==> src/rtl/fft_pkg.sv <==
// Shared FFT datapath definitions: widths, butterfly modes, saturate and shift helpers.
// Latency: none (package only).
// Backpressure: n/a. RADIX2_ROUND_EN selects round-half-up shifts instead of floor shifts.
package fft_pkg;

  localparam int DW_DEF = 12;
  localparam int TW_DEF = 12;

  localparam logic MODE_DIF = 1'b0;
  localparam logic MODE_DIT = 1'b1;

  // Accumulator width for all intermediate arithmetic; comfortably holds
  // (DW+1)+TW+2 bits for the widths this butterfly is used at.
  localparam int ACC_W = 48;

  typedef logic signed [ACC_W-1:0] acc_t;

  typedef struct packed {
    logic sat;
    acc_t val;
  } sat_t;

  // Clamp v to the signed dw-bit range and report whether clamping happened.
  function automatic sat_t saturate(input acc_t v, input int dw);
    acc_t hi;
    acc_t lo;
    sat_t r;
    hi    = (acc_t'(1) <<< (dw - 1)) - acc_t'(1);
    lo    = -hi - acc_t'(1);
    r.sat = 1'b1;
    if (v > hi) begin
      r.val = hi;
    end else if (v < lo) begin
      r.val = lo;
    end else begin
      r.val = v;
      r.sat = 1'b0;
    end
    return r;
  endfunction

  // Arithmetic right shift by n (n >= 1), at full accumulator width.
  function automatic acc_t round_shift(input acc_t v, input int n);
`ifdef RADIX2_ROUND_EN
    acc_t half;
    half = acc_t'(1) <<< (n - 1);
    return (v + half) >>> n;
`else
    return v >>> n;
`endif
  endfunction

endpackage

==> src/rtl/radix2_bf_pipe_if.sv <==
// Butterfly stream bundle: input beat (mode, scale, a, b, w), output beat (up, lo), ovf control.
// Latency: none (wiring only).
// Backpressure: valid/ready on both sides; slave is the butterfly, master the surrounding stage.
interface radix2_bf_pipe_if
  import fft_pkg::*;
#(
  parameter int DW = DW_DEF,
  parameter int TW = TW_DEF
) ();

  logic            in_valid;
  logic            in_ready;
  logic            in_mode;
  logic            in_scale;
  logic [2*DW-1:0] in_a;
  logic [2*DW-1:0] in_b;
  logic [2*TW-1:0] in_w;

  logic            out_valid;
  logic            out_ready;
  logic [2*DW-1:0] out_up;
  logic [2*DW-1:0] out_lo;

  logic            ovf;
  logic            ovf_clr;

  modport slave (
    input  in_valid, in_mode, in_scale, in_a, in_b, in_w, out_ready, ovf_clr,
    output in_ready, out_valid, out_up, out_lo, ovf
  );

  modport master (
    output in_valid, in_mode, in_scale, in_a, in_b, in_w, out_ready, ovf_clr,
    input  in_ready, out_valid, out_up, out_lo, ovf
  );

endinterface

==> src/rtl/cmplx_mult_pipe.sv <==
// Registered four partial products of complex x times twiddle w.
// Latency: 1 cycle.
// Backpressure: products hold while en is low.
module cmplx_mult_pipe #(
  parameter int XW = 13,
  parameter int WW = 12
) (
  input  logic                    clk,
  input  logic                    rst_n,
  input  logic                    en,
  input  logic signed [XW-1:0]    x_re,
  input  logic signed [XW-1:0]    x_im,
  input  logic signed [WW-1:0]    w_re,
  input  logic signed [WW-1:0]    w_im,
  output logic signed [XW+WW-1:0] p_rr,
  output logic signed [XW+WW-1:0] p_ii,
  output logic signed [XW+WW-1:0] p_ri,
  output logic signed [XW+WW-1:0] p_ir
);

  localparam int PW = XW + WW;

  // Full-width products; combining and shifting happen in the next stage.
  always_ff @(posedge clk or negedge rst_n) begin
    if (!rst_n) begin
      p_rr <= '0;
      p_ii <= '0;
      p_ri <= '0;
      p_ir <= '0;
    end else if (en) begin
      p_rr <= PW'(x_re) * PW'(w_re);
      p_ii <= PW'(x_im) * PW'(w_im);
      p_ri <= PW'(x_re) * PW'(w_im);
      p_ir <= PW'(x_im) * PW'(w_re);
    end
  end

endmodule

==> src/rtl/radix2_bf_pipe.sv <==
// Pipelined radix-2 DIF/DIT butterfly with optional /2 scaling, saturation and sticky ovf.
// Latency: 3 cycles from accepted input to out_valid; 1 beat/cycle when out_ready is high.
// Backpressure: out_valid & ~out_ready freezes every stage and drops in_ready. RADIX2_ROUND_EN enables rounding.
module radix2_bf_pipe
  import fft_pkg::*;
#(
  parameter int DW = DW_DEF,
  parameter int TW = TW_DEF
) (
  input  logic            clk,
  input  logic            rst_n,
  radix2_bf_pipe_if.slave bus
);

  localparam int XW = DW + 1;
  localparam int PW = XW + TW;

  logic stall;
  logic en;
  logic out_valid_q;
  logic [2*DW-1:0] out_up_q;
  logic [2*DW-1:0] out_lo_q;
  logic ovf_q;

  // A held output beat is the only thing that can stop the pipe.
  assign stall        = out_valid_q & ~bus.out_ready;
  assign en           = ~stall;
  assign bus.in_ready = en;
  assign bus.out_valid = out_valid_q;
  assign bus.out_up    = out_up_q;
  assign bus.out_lo    = out_lo_q;
  assign bus.ovf       = ovf_q;

  // ---------------- stage 1: operands and DIF add/sub ----------------
  logic signed [DW-1:0] a_re, a_im, b_re, b_im;
  logic signed [TW-1:0] w_re, w_im;

  assign a_re = bus.in_a[2*DW-1:DW];
  assign a_im = bus.in_a[DW-1:0];
  assign b_re = bus.in_b[2*DW-1:DW];
  assign b_im = bus.in_b[DW-1:0];
  assign w_re = bus.in_w[2*TW-1:TW];
  assign w_im = bus.in_w[TW-1:0];

  logic signed [XW-1:0] sum_re, sum_im, x_re, x_im;

  // Sum feeds the DIF upper output; x is the multiplicand (a-b for DIF, b for DIT).
  always_comb begin
    sum_re = XW'(a_re) + XW'(b_re);
    sum_im = XW'(a_im) + XW'(b_im);
    if (bus.in_mode == MODE_DIF) begin
      x_re = XW'(a_re) - XW'(b_re);
      x_im = XW'(a_im) - XW'(b_im);
    end else begin
      x_re = XW'(b_re);
      x_im = XW'(b_im);
    end
  end

  logic                 v1, s1_mode, s1_scale;
  logic signed [DW-1:0] s1_a_re, s1_a_im;
  logic signed [XW-1:0] s1_s_re, s1_s_im, s1_x_re, s1_x_im;
  logic signed [TW-1:0] s1_w_re, s1_w_im;

  // Stage 1 register: accepts a beat whenever the pipe is moving.
  always_ff @(posedge clk or negedge rst_n) begin
    if (!rst_n) begin
      v1       <= 1'b0;
      s1_mode  <= MODE_DIF;
      s1_scale <= 1'b0;
      s1_a_re  <= '0;
      s1_a_im  <= '0;
      s1_s_re  <= '0;
      s1_s_im  <= '0;
      s1_x_re  <= '0;
      s1_x_im  <= '0;
      s1_w_re  <= '0;
      s1_w_im  <= '0;
    end else if (en) begin
      v1       <= bus.in_valid;
      s1_mode  <= bus.in_mode;
      s1_scale <= bus.in_scale;
      s1_a_re  <= a_re;
      s1_a_im  <= a_im;
      s1_s_re  <= sum_re;
      s1_s_im  <= sum_im;
      s1_x_re  <= x_re;
      s1_x_im  <= x_im;
      s1_w_re  <= w_re;
      s1_w_im  <= w_im;
    end
  end

  // ---------------- stage 2: partial products ----------------
  logic signed [PW-1:0] p_rr, p_ii, p_ri, p_ir;

  cmplx_mult_pipe #(
    .XW (XW),
    .WW (TW)
  ) u_mult (
    .clk   (clk),
    .rst_n (rst_n),
    .en    (en),
    .x_re  (s1_x_re),
    .x_im  (s1_x_im),
    .w_re  (s1_w_re),
    .w_im  (s1_w_im),
    .p_rr  (p_rr),
    .p_ii  (p_ii),
    .p_ri  (p_ri),
    .p_ir  (p_ir)
  );

  logic                 v2, s2_mode, s2_scale;
  logic signed [DW-1:0] s2_a_re, s2_a_im;
  logic signed [XW-1:0] s2_s_re, s2_s_im;

  // Sideband travelling alongside the products.
  always_ff @(posedge clk or negedge rst_n) begin
    if (!rst_n) begin
      v2       <= 1'b0;
      s2_mode  <= MODE_DIF;
      s2_scale <= 1'b0;
      s2_a_re  <= '0;
      s2_a_im  <= '0;
      s2_s_re  <= '0;
      s2_s_im  <= '0;
    end else if (en) begin
      v2       <= v1;
      s2_mode  <= s1_mode;
      s2_scale <= s1_scale;
      s2_a_re  <= s1_a_re;
      s2_a_im  <= s1_a_im;
      s2_s_re  <= s1_s_re;
      s2_s_im  <= s1_s_im;
    end
  end

  // ---------------- stage 3: combine, scale, saturate ----------------
  acc_t prod_re, prod_im, t_re, t_im;
  acc_t pre [4];
  sat_t res [4];
  logic sat_any;

  // Component order in pre/res: up.re, up.im, lo.re, lo.im.
  always_comb begin
    prod_re = acc_t'(p_rr) - acc_t'(p_ii);
    prod_im = acc_t'(p_ri) + acc_t'(p_ir);
    t_re    = round_shift(prod_re, TW - 1);
    t_im    = round_shift(prod_im, TW - 1);
    if (s2_mode == MODE_DIF) begin
      pre[0] = acc_t'(s2_s_re);
      pre[1] = acc_t'(s2_s_im);
      pre[2] = t_re;
      pre[3] = t_im;
    end else begin
      pre[0] = acc_t'(s2_a_re) + t_re;
      pre[1] = acc_t'(s2_a_im) + t_im;
      pre[2] = acc_t'(s2_a_re) - t_re;
      pre[3] = acc_t'(s2_a_im) - t_im;
    end
    sat_any = 1'b0;
    for (int k = 0; k < 4; k++) begin
      if (s2_scale) begin
        pre[k] = round_shift(pre[k], 1);
      end
      res[k]  = saturate(pre[k], DW);
      sat_any = sat_any | res[k].sat;
    end
  end

  // Upper bits of the clamped values are pure sign extension.
  logic unused_sat_hi;
  assign unused_sat_hi = ^{res[0].val[ACC_W-1:DW], res[1].val[ACC_W-1:DW],
                           res[2].val[ACC_W-1:DW], res[3].val[ACC_W-1:DW]};

  // Output register: only valid beats overwrite the data, so bubbles leave it untouched.
  always_ff @(posedge clk or negedge rst_n) begin
    if (!rst_n) begin
      out_valid_q <= 1'b0;
      out_up_q    <= '0;
      out_lo_q    <= '0;
    end else if (en) begin
      out_valid_q <= v2;
      if (v2) begin
        out_up_q <= {res[0].val[DW-1:0], res[1].val[DW-1:0]};
        out_lo_q <= {res[2].val[DW-1:0], res[3].val[DW-1:0]};
      end
    end
  end

  // Sticky overflow: a saturating beat entering the output register beats a same-cycle clear.
  always_ff @(posedge clk or negedge rst_n) begin
    if (!rst_n) begin
      ovf_q <= 1'b0;
    end else if (en && v2 && sat_any) begin
      ovf_q <= 1'b1;
    end else if (bus.ovf_clr) begin
      ovf_q <= 1'b0;
    end
  end

endmodule

==> src/flat_wrapper.sv <==
// flat-port wrapper written by rule: the top's interface ports become plain ports
module radix2_bf_pipe_flat import fft_pkg::*;
#(
  parameter int DW = DW_DEF,
  parameter int TW = TW_DEF
)
  (clk, rst_n, bus_in_valid, bus_in_mode, bus_in_scale, bus_in_a, bus_in_b, bus_in_w, bus_out_ready, bus_ovf_clr, bus_in_ready, bus_out_valid, bus_out_up, bus_out_lo, bus_ovf);
  radix2_bf_pipe_if #(.DW(DW), .TW(TW)) bus_i ();
  input  logic clk;
  input  logic rst_n;
  input wire logic [$bits(bus_i.in_valid)-1:0] bus_in_valid;
  input wire logic [$bits(bus_i.in_mode)-1:0] bus_in_mode;
  input wire logic [$bits(bus_i.in_scale)-1:0] bus_in_scale;
  input wire logic [$bits(bus_i.in_a)-1:0] bus_in_a;
  input wire logic [$bits(bus_i.in_b)-1:0] bus_in_b;
  input wire logic [$bits(bus_i.in_w)-1:0] bus_in_w;
  input wire logic [$bits(bus_i.out_ready)-1:0] bus_out_ready;
  input wire logic [$bits(bus_i.ovf_clr)-1:0] bus_ovf_clr;
  output wire logic [$bits(bus_i.in_ready)-1:0] bus_in_ready;
  output wire logic [$bits(bus_i.out_valid)-1:0] bus_out_valid;
  output wire logic [$bits(bus_i.out_up)-1:0] bus_out_up;
  output wire logic [$bits(bus_i.out_lo)-1:0] bus_out_lo;
  output wire logic [$bits(bus_i.ovf)-1:0] bus_ovf;
  assign bus_i.in_valid = bus_in_valid;
  assign bus_i.in_mode = bus_in_mode;
  assign bus_i.in_scale = bus_in_scale;
  assign bus_i.in_a = bus_in_a;
  assign bus_i.in_b = bus_in_b;
  assign bus_i.in_w = bus_in_w;
  assign bus_i.out_ready = bus_out_ready;
  assign bus_i.ovf_clr = bus_ovf_clr;
  assign bus_in_ready = bus_i.in_ready;
  assign bus_out_valid = bus_i.out_valid;
  assign bus_out_up = bus_i.out_up;
  assign bus_out_lo = bus_i.out_lo;
  assign bus_ovf = bus_i.ovf;
  radix2_bf_pipe #(.DW(DW), .TW(TW)) u_core (.clk(clk), .rst_n(rst_n), .bus(bus_i));
endmodule
==> config.mk <==
export PLATFORM = sky130hd
export DESIGN_NAME = radix2_bf_pipe_flat
export DESIGN_NICKNAME = d
export VERILOG_FILES = /design/src/rtl/fft_pkg.sv /design/src/rtl/radix2_bf_pipe_if.sv /design/src/rtl/cmplx_mult_pipe.sv /design/src/rtl/radix2_bf_pipe.sv /design/src/flat_wrapper.sv
export SDC_FILE = /design/constraint.sdc
export NUM_CORES = 2
export LEC_CHECK = 0
export ABC_AREA = 1
export BUFFER_PORTS_ARGS = -buffer_cell sky130_fd_sc_hd__buf_2
export CORE_UTILIZATION = 50
export DETAILED_ROUTE_END_ITERATION = 6
export PLACE_DENSITY = 0.66
export SETUP_SLACK_MARGIN = 0.3
export SLEW_MARGIN = 40
export SYNTH_ARGS = -nofsm -noshare
export SYNTH_HDL_FRONTEND = slang
export SYNTH_SLANG_ARGS = --single-unit
==> constraint.sdc <==
create_clock -name clk -period 7.6 [get_ports clk]
set_input_delay 0 -clock clk [delete_from_list [all_inputs] [get_ports clk]]
set_output_delay 0 -clock clk [all_outputs]
set_load 0.005 [all_outputs]
# == Word level (Yosys, flattened, before mapping) ==
# Cells that the tools add are included.
# classes
mul,4
add_sub_neg,10
reduce_logical,4
mux,25
bitwise_logic,6
magnitude_cmp,8
# op_table
op,count
greater-than comparator 48 x 12 -> 1 bit (second input constant),4
< comparator 48 x 12 -> 1 bit (second input constant),4
two-way mux 192 bit,1
two-way mux 47 bit,4
multiplier 13 x 12 -> 25 bit,4
two-way mux 12 bit,8
adder 12 x 15 -> 16 bit,2
subtractor 12 x 15 -> 16 bit,2
adder 12 x 12 -> 13 bit,2
adder 25 x 25 -> 26 bit,1
two-way mux 13 bit,2
subtractor 12 x 12 -> 13 bit,2
subtractor 25 x 25 -> 26 bit,1
two-way mux 1 bit,10
bitwise OR 1 bit,3
logical AND 1 bit,2
inverter 1 bit,2
AND reduction 2 bit,1
nonzero test 2 bit,1
AND 1 bit,1
# totals
elab_cells,83
register_bits,306
out_inout_bits,51
in_bits,79

# == Depth between registers and ports, before layout ==
# logic_depth
ltp_word,12
mapped_depth,37
depth_no_buf,37

# == Modules after synthesis ==
# Synthesis repeated with hierarchy kept, for this count alone.
# unflattened
hier_cells,6595
area_unflattened_um2,46739.8
# by_module_without_submodules
mod,seq_area_each_um2,area_each_um2,n_inst,cells_each
cmplx_mult_pipe,2502.4,29124.2,1,3889
radix2_bf_pipe,5154.9,17615.6,1,2706

# == Worst setup path after synthesis ==
# Ideal clock, no wire load.
# synth_timing
path_type,register to register
startpoint,register u_core.s1_w_re[10]
endpoint,register u_core.u_mult.p_ir[20]
path_buffers,2
arrival_time_ps,5235
t_required_ps,7517
period_less_slack_ps,5317
path_slack_ps,2283
stages_incl_launch_ff,24
setup_time_ps,83
path_cell_list,dfrtp_1 > clkbuf_1 > clkbuf_1 > nand2_1 > fa_1 > inv_1 > fa_1 > fa_1 > inv_1 > fa_1 > inv_1 > fa_1 > ha_1 > nand2_1 > nor2_1 > o21ai_0 > o211ai_1 > nor2_1 > o21ai_0 > a21boi_0 > nor2_1 > nor2_1 > xor2_1 > o21ai_0
# synth_between
elab_chain_len,1
# synth_rtl
item,line_no,text
"start, declared",radix2_bf_pipe.sv:63,"logic signed [TW-1:0] s1_w_re, s1_w_im;"
"start signal, assigned",radix2_bf_pipe.sv:89,s1_w_re <= w_re;
multiplier 13 x 12 -> 25 bit,cmplx_mult_pipe.sv:34,p_ir <= PW'(x_im) * PW'(w_re);
"end signal, assigned",cmplx_mult_pipe.sv:34,
"end, declared",cmplx_mult_pipe.sv:18,output logic signed [XW+WW-1:0] p_ir
# Every way passes these cells.
# A chain may end at the register's enable or synchronous reset.

# == Worst setup path after layout ==
# layout_timing
startpoint,register u_core.s1_x_im[12]
endpoint,register u_core.u_mult.p_ii[24]
# layout_between
elab_chain_len,1
# layout_rtl
item,line_no,text
"start, declared",radix2_bf_pipe.sv:62,"logic signed [XW-1:0] s1_s_re, s1_s_im, s1_x_re, s1_x_im;"
"start signal, assigned",radix2_bf_pipe.sv:88,s1_x_im <= x_im;
multiplier 13 x 12 -> 25 bit,cmplx_mult_pipe.sv:32,p_ii <= PW'(x_im) * PW'(w_im);
"end signal, assigned",cmplx_mult_pipe.sv:32,
"end, declared",cmplx_mult_pipe.sv:16,"output logic signed [XW+WW-1:0] p_ii,"
# Every way passes these cells.

==> key figures <==
Status
  • Status: completed

Critical path
  • Data required, critical path: 8030 ps
  • Crit Path Max Fanout: 13
  • Startpoint types: flop
  • Crit Path Category: reg2reg
  • Arr. time, crit path: 6920 ps
  • Crit. End Element: flop

Yosys
  • Primary FF master, synth: dfrtp_1
  • Average instance area after synthesis: 7.449 um2
  • Post-synth EDFFs: 0
  • Async SR Flop Fraction: 100.0%
  • Mapped Cells: 5,959
  • Post-synthesis sequential area ratio: 17.25%
  • Unique masters post-synth: 50
  • Net count after synthesis: 7,016
  • Synthesized area: 0.04439 mm2
  • YS warnings: 0
  • Seq cells post-synth: 306

Detailed routing
  • Wire per inst: 17.78 um
  • Vias after detailed routing: 37,860
  • Drt pass-1 iters: 6
  • Drt drc: 0
  • Post-Route WL: 128.5 mm
  • Post-route ant nets: 0
  • Initial drt markers: 2,994
  • Vias/cell: 5.238

Timing
  • RSZ-0062 raised after global routing: no
  • Final worst-path cycle share: 85.49%
  • Clock Skews: 53.08 ps
  • Setup TNS: 0 ps
  • Endpoints failing setup: 0
  • Final Max Slew Viols: 0
  • Headroom to the max-slew limit: 38.72%
  • Final hold viol count: 0
  • Fmax: 0.1539 GHz
  • Final setup margin: 1103 ps
  • Crit path time final: 6497 ps
  • Worst slew pin tran: 919.2 ps

Placement
  • Final HPWL DP: 103.0 mm
  • Pre-CTS setup slack: 1217 ps
  • PortBufs: 129
  • Gpl congestion: 0.9679

GRT
  • Largest net degree at the start of global routing: 156
  • Congestion Overflow GR: 0
  • Initial antenna violation count: 1
  • Global-route usage over all layers: 29.43%
  • First-pass GRT wire length: 207.8 mm
  • Vias in the first global route: 37,700

Final layout
  • Final net count: 7,095
  • Multi-input gate area: 0.03117 mm2
  • Register Area: 0.007670 mm2
  • Fill cell count: 8,327
  • Layout area overhead: 8.888%
  • Layout cells sized above 1: 5.568%

Floorplanning
  • Core box area: 0.08729 mm2
  • # IOs: 130
  • Die outline area: 0.08997 mm2
  • Initial core utilization: 50.85%
  • Die width: 299.9 um
  • Num rows: 108
  • Die Span Y: 299.9 um

Clocking
  • Clock transition at path regs: 60 ps
  • H-tree levels: 2
  • Num CTS Buffers: 40
  • Clock root cell: clkbuf_16
  • CTS max path bufs: 3
  • TritonCTS clock tree: yes
  • Clk_lat worst skew: 610 ps
  • Clock Sinks: 306

Hold path
  • Worst Hold Class: in2async

Flow run
  • Max_cap viols: 0
[synth_stat cells, types with 21 or more instances]
cell type  number  area (um2)
a21oi_1       230        1151
clkbuf_1      207       777.0
dfrtp_1       306        7657
fa_1          600       12010
ha_1          378        4730
inv_1        1235        4636
nand2_1      1824        6847
nand3_1       251        1256
nand4_1        24       150.1
nor2_1        244       915.9
o21ai_0       286        1431
or2_2          21       131.4
xnor2_1        63       551.8
xor2_1         77       674.4
[cells in the final DEF, fill, tap and decap left out, drive strengths merged, types with 2 or more instances in the layout]
cell type and count:
nand2 1826, xnor2 63, dlygate4sd3 73, a22o 5, o21ai 289, dfrtp 306
nor3 17, or2 22, o211ai 8, xor2 77, fa 600, a31o 2
a22oi 3, o22ai 8, o21a 3, o211a 3, nand3 254, clkinv 14
inv 1248, a31oi 17, ha 378, and2 2, nand3b 2, o221ai 20
diode 4, a21boi 7, o21bai 20, nor2 258, clkinvlp 5, o31ai 7
bufinv 4, nand4 24, a221oi 2, buf 195, a21oi 236, clkbuf 49
a21o 13, nor4 7
[state kept, by name (all words and copies together) (netlist names), 13 cells and up]
name                count
u_core.u_mult.p_ii     25
u_core.u_mult.p_rr     25
u_core.s2_s_im         13
u_core.s1_s_im         13
u_core.bus.out_lo      24
u_core.u_mult.p_ir     25
u_core.bus.out_up      24
u_core.s1_x_im         13
u_core.u_mult.p_ri     25
u_core.s1_s_re         13
u_core.s2_s_re         13
u_core.s1_x_re         13
[path summary, 6_finish.rpt]
| path | from | end | slack (ps) | cells after the start |
|---|---|---|---|---|
| min reg2reg | u_core.s1_a_im[9]$_DFFE_PN0N_ | u_core.s2_a_im[9]$_DFFE_PN0N_ | 470 | 2 |
| min in group clk | bus_out_ready | u_core.v1$_DFFE_PN0N_ | 70 | 5 |
| max reg2reg | u_core.s1_x_im[12]$_DFFE_PN0N_ | u_core.u_mult.p_ii[24]$_DFFE_PN0N_ | 1100 | 18 |
| max in group asynchronous | rst_n | u_core.u_mult.p_ii[12]$_DFFE_PN0N_ | 6750 | 4 |
| min | rst_n | u_core.s1_x_im[0]$_DFFE_PN0N_ | 40 | 3 |
| max | u_core.s1_x_im[12]$_DFFE_PN0N_ | u_core.u_mult.p_ii[24]$_DFFE_PN0N_ | 1100 | 18 |
[per-stage QoR]
step	util (%)	cell area [um2]	std cells	hold slack, ps
after floorplan	-	44390	5959	-295.6
after global placement	52.79	46080	7073	115.5
after detailed placement	52.88	46160	7075	-74.63
after CTS	55.30	48270	7223	13.88
after global routing	55.35	48320	7225	43.12
final	55.37	48330	7229	43.35
[cell families after synthesis]
family / share of synthesized area, %
flops: 17.25
fa+ha+maj: 37.72
compound gates: 8.020
simple gates: 21.68
buf+inv: 12.57
xor+xnor: 2.763
[layer usage]
layer | wire [um] | GRT usage (%) | vias up
met2 | 56800 | 45.94 | 1208
li1 | - | - | 18110
met4 | 5175 | 10.31 | 4
met5 | 32 | 0 | -
met3 | 9392 | 4.870 | 236
met1 | 57100 | 41.38 | 18310
[worst max-delay path: stages, from the launching register on]
cell     delay (ps)
dfrtp_1         630
buf_4           320
nand2_1         130
inv_1           170
fa_1            550
fa_1            730
fa_1            490
fa_1            540
fa_1            500
ha_1            400
nand2_1         150
nor4_2          580
nand4_1         470
nand3_1         210
nand2_1          80
nand2_1          60
a21oi_1          60
xor2_1          140
o21ai_0          80
[timing repair]
action                                 CTS  global route
setup buffers                            0             0
gates resized for setup                  0             0
hold buffers                            74             0
endpoints found under the hold margin  350             0
[area by class of cell]
class | count | share of cell area [%]
diodes | 4 | 0.02071
clock buffers | 49 | 2.268
clock inverters | 25 | 0.5540
inverters | 1246 | 9.687
multi-input cells | 4176 | 64.50
flip-flops and latches | 306 | 15.87
well taps | 1155 | 2.990
repair buffers | 268 | 4.114
Power is not shown: default switching activity piles up to over one toggle a cycle in this logic, so the estimate is an artifact.
